File: src/rtl/dds_phase_bank_pkg.sv
// Shared types for the multi-channel DDS phase-accumulator bank.
package dds_pkg;
  localparam int MAX_W = 48;

  typedef enum logic [1:0] {
    SEL_TARGET = 2'd0,
    SEL_STEP   = 2'd1,
    SEL_OFFSET = 2'd2,
    SEL_RSVD   = 2'd3
  } cfg_sel_t;

  typedef enum logic {
    IDLE = 1'b0,
    RAMP = 1'b1
  } ramp_state_t;

  // Fields sized for the widest accumulator; channels use the low ACC_WIDTH bits.
  typedef struct packed {
    logic [MAX_W-1:0] target;
    logic [MAX_W-1:0] step;
    logic [MAX_W-1:0] offset;
  } ch_cfg_t;
endpackage

File: src/rtl/dds_phase_bank_if.sv
// Config write port of the DDS bank: valid/ready write with one-cycle error pulse.
interface dds_phase_bank_if
  import dds_pkg::*;
#(parameter int ACC_WIDTH = 32);
  logic                 cfg_valid;
  logic                 cfg_ready;
  logic [3:0]           cfg_ch;
  cfg_sel_t             cfg_sel;
  logic [ACC_WIDTH-1:0] cfg_data;
  logic                 cfg_err;

  modport master (output cfg_valid, cfg_ch, cfg_sel, cfg_data, input cfg_ready, cfg_err);
  modport slave  (input cfg_valid, cfg_ch, cfg_sel, cfg_data, output cfg_ready, cfg_err);
endinterface

File: src/rtl/dds_phase_bank_channel.sv
// One DDS channel: accumulator, phase offset, registered MSB output and slew-limited increment ramp.
module dds_channel
  import dds_pkg::*;
#(
  parameter int                   ACC_WIDTH   = 32,
  parameter logic [ACC_WIDTH-1:0] DEFAULT_INC = '0
) (
  input  logic                 clk_ref,
  input  logic                 clk_ref_aresetn,
  input  ch_cfg_t              cfg_i,
  input  logic                 ramp_tick_i,
  input  logic                 phase_sync_i,
  output logic                 dds_o,
  output logic                 ramp_busy_o,
  output logic [ACC_WIDTH-1:0] cur_inc_o
);
  logic [ACC_WIDTH-1:0] tgt, stp, off, acc_q, inc_q, phase, diff, delta, stepped;
  logic                 up, dds_q;
  ramp_state_t          st_q;

  assign tgt = cfg_i.target[ACC_WIDTH-1:0];
  assign stp = cfg_i.step[ACC_WIDTH-1:0];
  assign off = cfg_i.offset[ACC_WIDTH-1:0];

  if (ACC_WIDTH < MAX_W) begin : g_hi
    logic unused_hi;
    assign unused_hi = ^{cfg_i.target[MAX_W-1:ACC_WIDTH], cfg_i.step[MAX_W-1:ACC_WIDTH],
                         cfg_i.offset[MAX_W-1:ACC_WIDTH]};
  end

  // Move toward target by min(step, distance); a zero step mid-ramp finishes on the next tick.
  assign up      = tgt > inc_q;
  assign diff    = up ? tgt - inc_q : inc_q - tgt;
  assign delta   = (stp == '0 || stp > diff) ? diff : stp;
  assign stepped = up ? inc_q + delta : inc_q - delta;
  assign phase   = acc_q + off;

  logic unused_phase;
  assign unused_phase = ^phase[ACC_WIDTH-2:0];

  always_ff @(posedge clk_ref or negedge clk_ref_aresetn) begin
    if (!clk_ref_aresetn) begin
      acc_q <= '0;
      inc_q <= DEFAULT_INC;
      st_q  <= IDLE;
      dds_q <= 1'b0;
    end else begin
      acc_q <= phase_sync_i ? '0 : acc_q + inc_q;
      dds_q <= phase[ACC_WIDTH-1];
      case (st_q)
        IDLE: if (tgt != inc_q) begin
          if (stp == '0) inc_q <= tgt;
          else           st_q  <= RAMP;
        end
        RAMP: if (ramp_tick_i) begin
          inc_q <= stepped;
          if (stepped == tgt) st_q <= IDLE;
        end
        default: st_q <= IDLE;
      endcase
    end
  end

  assign dds_o       = dds_q;
  assign ramp_busy_o = (st_q == RAMP);
  assign cur_inc_o   = inc_q;
endmodule

File: src/rtl/dds_phase_bank.sv
// Multi-channel DDS bank: config decode, shared ramp prescaler and the channel array.
module dds_phase_bank
  import dds_pkg::*;
#(
  parameter int                   N_CH        = 4,
  parameter int                   ACC_WIDTH   = 32,
  parameter logic [ACC_WIDTH-1:0] DEFAULT_INC = ACC_WIDTH'(32'h051EB852),
  parameter int                   RAMP_DIV    = 16
) (
  input  logic                      clk_ref,
  input  logic                      clk_ref_aresetn,
  dds_phase_bank_if.slave           cfg,
  input  logic                      phase_sync,
  output logic [N_CH-1:0]           dds_out,
  output logic [N_CH-1:0]           ramp_busy,
  output logic [N_CH*ACC_WIDTH-1:0] cur_inc
);
  localparam int            PW      = (RAMP_DIV > 1) ? $clog2(RAMP_DIV) : 1;
  localparam logic [PW-1:0] TICK_AT = PW'(RAMP_DIV - 1);

  ch_cfg_t [N_CH-1:0] cfg_q, cfg_d;
  logic [PW-1:0]      presc_q, presc_d;
  logic               ready_q, err_q, err_d, accept, wr_ok, ramp_tick;

  assign accept    = cfg.cfg_valid & ready_q;
  assign wr_ok     = (32'(cfg.cfg_ch) < N_CH) && (cfg.cfg_sel != SEL_RSVD);
  assign ramp_tick = (presc_q == TICK_AT);

  always_comb begin
    cfg_d = cfg_q;
    for (int c = 0; c < N_CH; c++) begin
      if (accept && wr_ok && 32'(cfg.cfg_ch) == c) begin
        case (cfg.cfg_sel)
          SEL_TARGET: cfg_d[c].target = MAX_W'(cfg.cfg_data);
          SEL_STEP:   cfg_d[c].step   = MAX_W'(cfg.cfg_data);
          SEL_OFFSET: cfg_d[c].offset = MAX_W'(cfg.cfg_data);
          default: ;
        endcase
      end
    end
    err_d   = accept & ~wr_ok;
    presc_d = (phase_sync || ramp_tick) ? '0 : presc_q + PW'(1);
  end

  always_ff @(posedge clk_ref or negedge clk_ref_aresetn) begin
    if (!clk_ref_aresetn) begin
      for (int c = 0; c < N_CH; c++)
        cfg_q[c] <= '{target: MAX_W'(DEFAULT_INC), step: '0, offset: '0};
      presc_q <= '0;
      ready_q <= 1'b0;
      err_q   <= 1'b0;
    end else begin
      cfg_q   <= cfg_d;
      presc_q <= presc_d;
      ready_q <= 1'b1;
      err_q   <= err_d;
    end
  end

  assign cfg.cfg_ready = ready_q;
  assign cfg.cfg_err   = err_q;

  for (genvar g = 0; g < N_CH; g++) begin : g_ch
    dds_channel #(.ACC_WIDTH(ACC_WIDTH), .DEFAULT_INC(DEFAULT_INC)) u_ch (
      .clk_ref        (clk_ref),
      .clk_ref_aresetn(clk_ref_aresetn),
      .cfg_i          (cfg_q[g]),
      .ramp_tick_i    (ramp_tick),
      .phase_sync_i   (phase_sync),
      .dds_o          (dds_out[g]),
      .ramp_busy_o    (ramp_busy[g]),
      .cur_inc_o      (cur_inc[g*ACC_WIDTH +: ACC_WIDTH])
    );
  end
endmodule

File: src/flat_wrapper.sv
// flat-port wrapper written by rule: the top's interface ports become plain ports
module dds_phase_bank_flat import dds_pkg::*;
#(
  parameter int                   N_CH        = 4,
  parameter int                   ACC_WIDTH   = 32,
  parameter logic [ACC_WIDTH-1:0] DEFAULT_INC = ACC_WIDTH'(32'h051EB852),
  parameter int                   RAMP_DIV    = 16
)
  (clk_ref, clk_ref_aresetn, phase_sync, dds_out, ramp_busy, cur_inc, cfg_cfg_valid, cfg_cfg_ch, cfg_cfg_sel, cfg_cfg_data, cfg_cfg_ready, cfg_cfg_err);
  dds_phase_bank_if #(.ACC_WIDTH(ACC_WIDTH)) cfg_i ();
  input  logic clk_ref;
  input  logic clk_ref_aresetn;
  input  logic phase_sync;
  output logic [N_CH-1:0] dds_out;
  output logic [N_CH-1:0] ramp_busy;
  output logic [N_CH*ACC_WIDTH-1:0] cur_inc;
  input wire logic [$bits(cfg_i.cfg_valid)-1:0] cfg_cfg_valid;
  input wire logic [$bits(cfg_i.cfg_ch)-1:0] cfg_cfg_ch;
  input wire logic [$bits(cfg_i.cfg_sel)-1:0] cfg_cfg_sel;
  input wire logic [$bits(cfg_i.cfg_data)-1:0] cfg_cfg_data;
  output wire logic [$bits(cfg_i.cfg_ready)-1:0] cfg_cfg_ready;
  output wire logic [$bits(cfg_i.cfg_err)-1:0] cfg_cfg_err;
  assign cfg_i.cfg_valid = cfg_cfg_valid;
  assign cfg_i.cfg_ch = cfg_cfg_ch;
  assign cfg_i.cfg_sel = cfg_cfg_sel;
  assign cfg_i.cfg_data = cfg_cfg_data;
  assign cfg_cfg_ready = cfg_i.cfg_ready;
  assign cfg_cfg_err = cfg_i.cfg_err;
  dds_phase_bank #(.N_CH(N_CH), .ACC_WIDTH(ACC_WIDTH), .DEFAULT_INC(DEFAULT_INC), .RAMP_DIV(RAMP_DIV)) u_core (.clk_ref(clk_ref), .clk_ref_aresetn(clk_ref_aresetn), .cfg(cfg_i), .phase_sync(phase_sync), .dds_out(dds_out), .ramp_busy(ramp_busy), .cur_inc(cur_inc));
endmodule
File: config.mk
export PLATFORM = sky130hd
export DESIGN_NAME = dds_phase_bank_flat
export DESIGN_NICKNAME = d
export VERILOG_FILES = /design/src/rtl/dds_phase_bank_pkg.sv /design/src/rtl/dds_phase_bank_if.sv /design/src/rtl/dds_phase_bank_channel.sv /design/src/rtl/dds_phase_bank.sv /design/src/flat_wrapper.sv
export SDC_FILE = /design/constraint.sdc
export NUM_CORES = 2
export LEC_CHECK = 0
export CAP_MARGIN = 20
export CORE_ASPECT_RATIO = 1.4
export CORE_MARGIN = 2
export CORE_UTILIZATION = 40
export DETAILED_ROUTE_END_ITERATION = 10
export GPL_TIMING_DRIVEN = 1
export HOLD_SLACK_MARGIN = 0.05
export PLACE_DENSITY = 0.67
export SLEW_MARGIN = 20
export SYNTH_ARGS = -nofsm -noshare
export SYNTH_HDL_FRONTEND = slang
export SYNTH_SLANG_ARGS = --single-unit
File: constraint.sdc
create_clock -name clk_ref -period 22 [get_ports clk_ref]
set_clock_uncertainty 0.2 [all_clocks]
set_input_delay 4.4 -clock clk_ref [delete_from_list [all_inputs] [get_ports clk_ref]]
set_output_delay 4.4 -clock clk_ref [all_outputs]
set_load 0.03 [all_outputs]
==> impl_metrics.json <==
{
  "status": "completed",
  "clk_pin_slew_worst_paths_ns": 0.06,
  "drt_iter0_drc": 4385,
  "drv_cap": 0,
  "final_nets": 8296,
  "fin_crit_ns": 14.11,
  "cts_tree": "yes",
  "fp.dieW_um": 342,
  "cts_resized": 0,
  "ant_nets": 0,
  "ys_seq_elements": 654,
  "synthFlopType": "dfrtp_1",
  "reg2reg_depth": 39,
  "die_y_um": 477,
  "grt_max_degree": 107,
  "fin_tns_setup_ns": 0,
  "cts_num_sinks": 654,
  "core_region_area_sq_um": 159000,
  "antenna_found_initial": 29,
  "syn_nets": 8310,
  "track_usage": 0.286,
  "path_class": "reg2reg",
  "timing.rr.start": "u_core.g_ch[3].u_ch.cur_inc_o[26]",
  "whs_endpoint": "u_core.presc_q[0]",
  "place.gp.congestion": 1.02,
  "fillerInstances": 15607,
  "io_buffers": 179,
  "hp-class": "reg2reg",
  "tightest_slew_ns": 1.17,
  "holdBufCountCts": 0,
  "cts_max_path_buffers": 3,
  "yosysWarnings": 0,
  "numCtsBuffers": 78,
  "mostFrequentLayoutCell": "ha_1",
  "start_util": 0.402,
  "routed_wirelength_um": 239000,
  "clk_latency_ns": 0.74,
  "r2r_slack_ns": 7.89,
  "area_delta_synth_final_pct": 9.70,
  "post-route-period-util": 0.642,
  "die_area_sq_um": 163000,
  "crit_fanout": 40,
  "dpl.hpwl_um": 183000,
  "ios": 180,
  "critPathLaunchType": "flop",
  "cpPeakStageDelay_ns": 0.76,
  "arrival_ns": 14.51,
  "final_util": 0.442,
  "dp_cells": 9517,
  "slew_violations": 0,
  "avgSynthCellArea_sq_um": 8.50,
  "hold_ws_ns": 0.306,
  "r2r-end": "u_core.g_ch[3].u_ch.ramp_busy_o",
  "cp.required_ns": 22.39,
  "post_cts_buffers": 0,
  "drcViolationCount": 0,
  "cellPowerDensity_nw_per_um2": 170,
  "slowest_stage": "nor4_1",
  "p_leak_nw": 33.2,
  "grt_overflow_total": 0,
  "cts_root_buffer": "clkbuf_16",
  "crit_top_cell": "nand4_1",
  "slew_headroom": 0.217,
  "fin_cells": 9666,
  "synthDistinctLibCells": 120,
  "avgViaCountPerCell": 5.98,
  "vias": 57758,
  "netlist_area_sq_um": 63900,
  "hold_viol_final": 0,
  "drive_above_1_share": 0.107,
  "ir_worst_vdd_mv": 0.100,
  "final_cell_mix": "741 x ha_1, 591 x a21oi_1, 563 x nand2_1",
  "hp-start": "u_core.presc_q[0]",
  "yosysSeqAreaShare": 0.258,
  "synth_edf_count": 0,
  "setup_viol": 0,
  "crit_path_end_kind": "flop",
  "async_flop_share": 1.00,
  "grt_pass1_wl_um": 357000,
  "synthCells": 7511,
  "grt_pass1_vias": 57935,
  "htree_levels": 3,
  "drtPass1Iterations": 6,
  "routedWlPerCell_um": 24.7,
  "hold_depth": 1,
  "max_freq_mhz": 70.9,
  "rsz0062_at_grt": "no",
  "rows": 173,
  "crit_path_start": "u_core.g_ch[3].u_ch.cur_inc_o[26]"
}
-- area by class of cell --
class                           instances  area (sq um)  share of cell area
Clock inverter                         33           407             0.00580
Timing Repair Buffer                  248          2250              0.0321
Inverter                              463          1740              0.0248
Sequential cell                       654         16500               0.236
Tap cell                             2100          2630              0.0375
Antenna cell                            3          7.51            0.000107
Multi-Input combinational cell       6052         44300               0.632
Clock buffer                          113          2240              0.0320
-- power breakdown --
group | leakage (nW) | internal [W] | switching, W
Sequential | 8.39 | 0.00144 | 0.000323
Clock | 1.27 | 0.000768 | 0.000603
Combinational | 23.6 | 0.00333 | 0.00546
Total | 33.2 | 0.00553 | 0.00639
-- flip-flops by register name (all words and copies together), names as in the netlist --
name,cells
u_core.cfg_q,384
u_core.g_ch.u_ch.ramp_busy_o,4
u_core.cfg.cfg_err,1
u_core.g_ch.u_ch.cur_inc_o,128
u_core.g_ch.u_ch.acc_q,128
u_core.presc_q,4
u_core.cfg.cfg_ready,1
u_core.g_ch.u_ch.dds_o,4
-- cell usage after synthesis, types with 36 or more instances --
cell / number / area [sq um]
ha_1: 741 / 9270
a21oi_1: 592 / 2960
nand2_1: 563 / 2110
dfrtp_1: 550 / 13800
nor2_1: 534 / 2000
o21ai_0: 497 / 2490
inv_1: 462 / 1730
mux2_2: 376 / 4230
xnor2_1: 373 / 3270
a21o_1: 248 / 1860
clkbuf_1: 224 / 841
xor2_1: 199 / 1740
nor3_1: 180 / 901
mux2i_1: 167 / 1670
nand3_1: 147 / 736
nand4_1: 119 / 744
dfstp_2: 104 / 2730
nor2b_1: 100 / 626
and3_1: 77 / 482
nand2b_1: 74 / 463
o21bai_1: 73 / 548
o211ai_1: 67 / 503
o21a_1: 65 / 488
or3_1: 64 / 400
a211oi_1: 62 / 465
a31oi_1: 61 / 382
and2_1: 58 / 363
buf_1: 51 / 191
buf_2: 45 / 225
nor4_1: 44 / 275
o31ai_1: 43 / 323
or2_2: 36 / 225
-- per-layer routing --
layer | routed length (um) | track usage
met1 | 89700 | 0.317
met4 | 17500 | 0.187
met2 | 118000 | 0.503
met3 | 13800 | 0.0453
met5 | 69 | 0
-- cell families after synthesis --
logic type / synth area share
muxes: 0.0931
AOI/OAI and AO/OA: 0.206
other: 0.0000587
DFF: 0.258
xor gates and xnor gates: 0.0799
and+or+nand+nor: 0.163
adders and majority gates: 0.151
buffers and inverters: 0.0496
-- stage by stage --
stage | area [sq um] | total power [W] | worst slack [ns]
3_5_place_dp | 67400 | 0.0104 | 8.23
5_1_grt | 70000 | 0.0128 | 7.20
3_3_place_gp | 67400 | 0.0104 | 8.22
2_1_floorplan | 63900 | 0.00785 | 10.20
6_report | 70100 | 0.0119 | 7.89
4_1_cts | 70000 | 0.0118 | 8.18
-- worst max-delay path by stage --
stage | end | slack [ns] | cells after the start
floorplan | u_core.g_ch[0].u_ch.ramp_busy_o | 10.20 | 47
global placement | u_core.g_ch[3].u_ch.ramp_busy_o | 8.22 | 39
detailed placement | u_core.g_ch[3].u_ch.ramp_busy_o | 8.23 | 39
CTS | u_core.g_ch[3].u_ch.ramp_busy_o | 8.18 | 39
global route | u_core.g_ch[3].u_ch.ramp_busy_o | 7.20 | 39
finish | u_core.g_ch[3].u_ch.ramp_busy_o | 7.89 | 39
-- critical path: cells and delay by family, from the launching register on --
kind | cells | cell delay (ns)
compound gates | 9 | 2.42
xor+xnor | 3 | 0.72
fa+ha+maj | 3 | 1.19
buf+inv | 2 | 0.62
flops | 1 | 0.65
simple gates | 22 | 8.14
No activity file was read; power rests on OpenSTA's default activity.
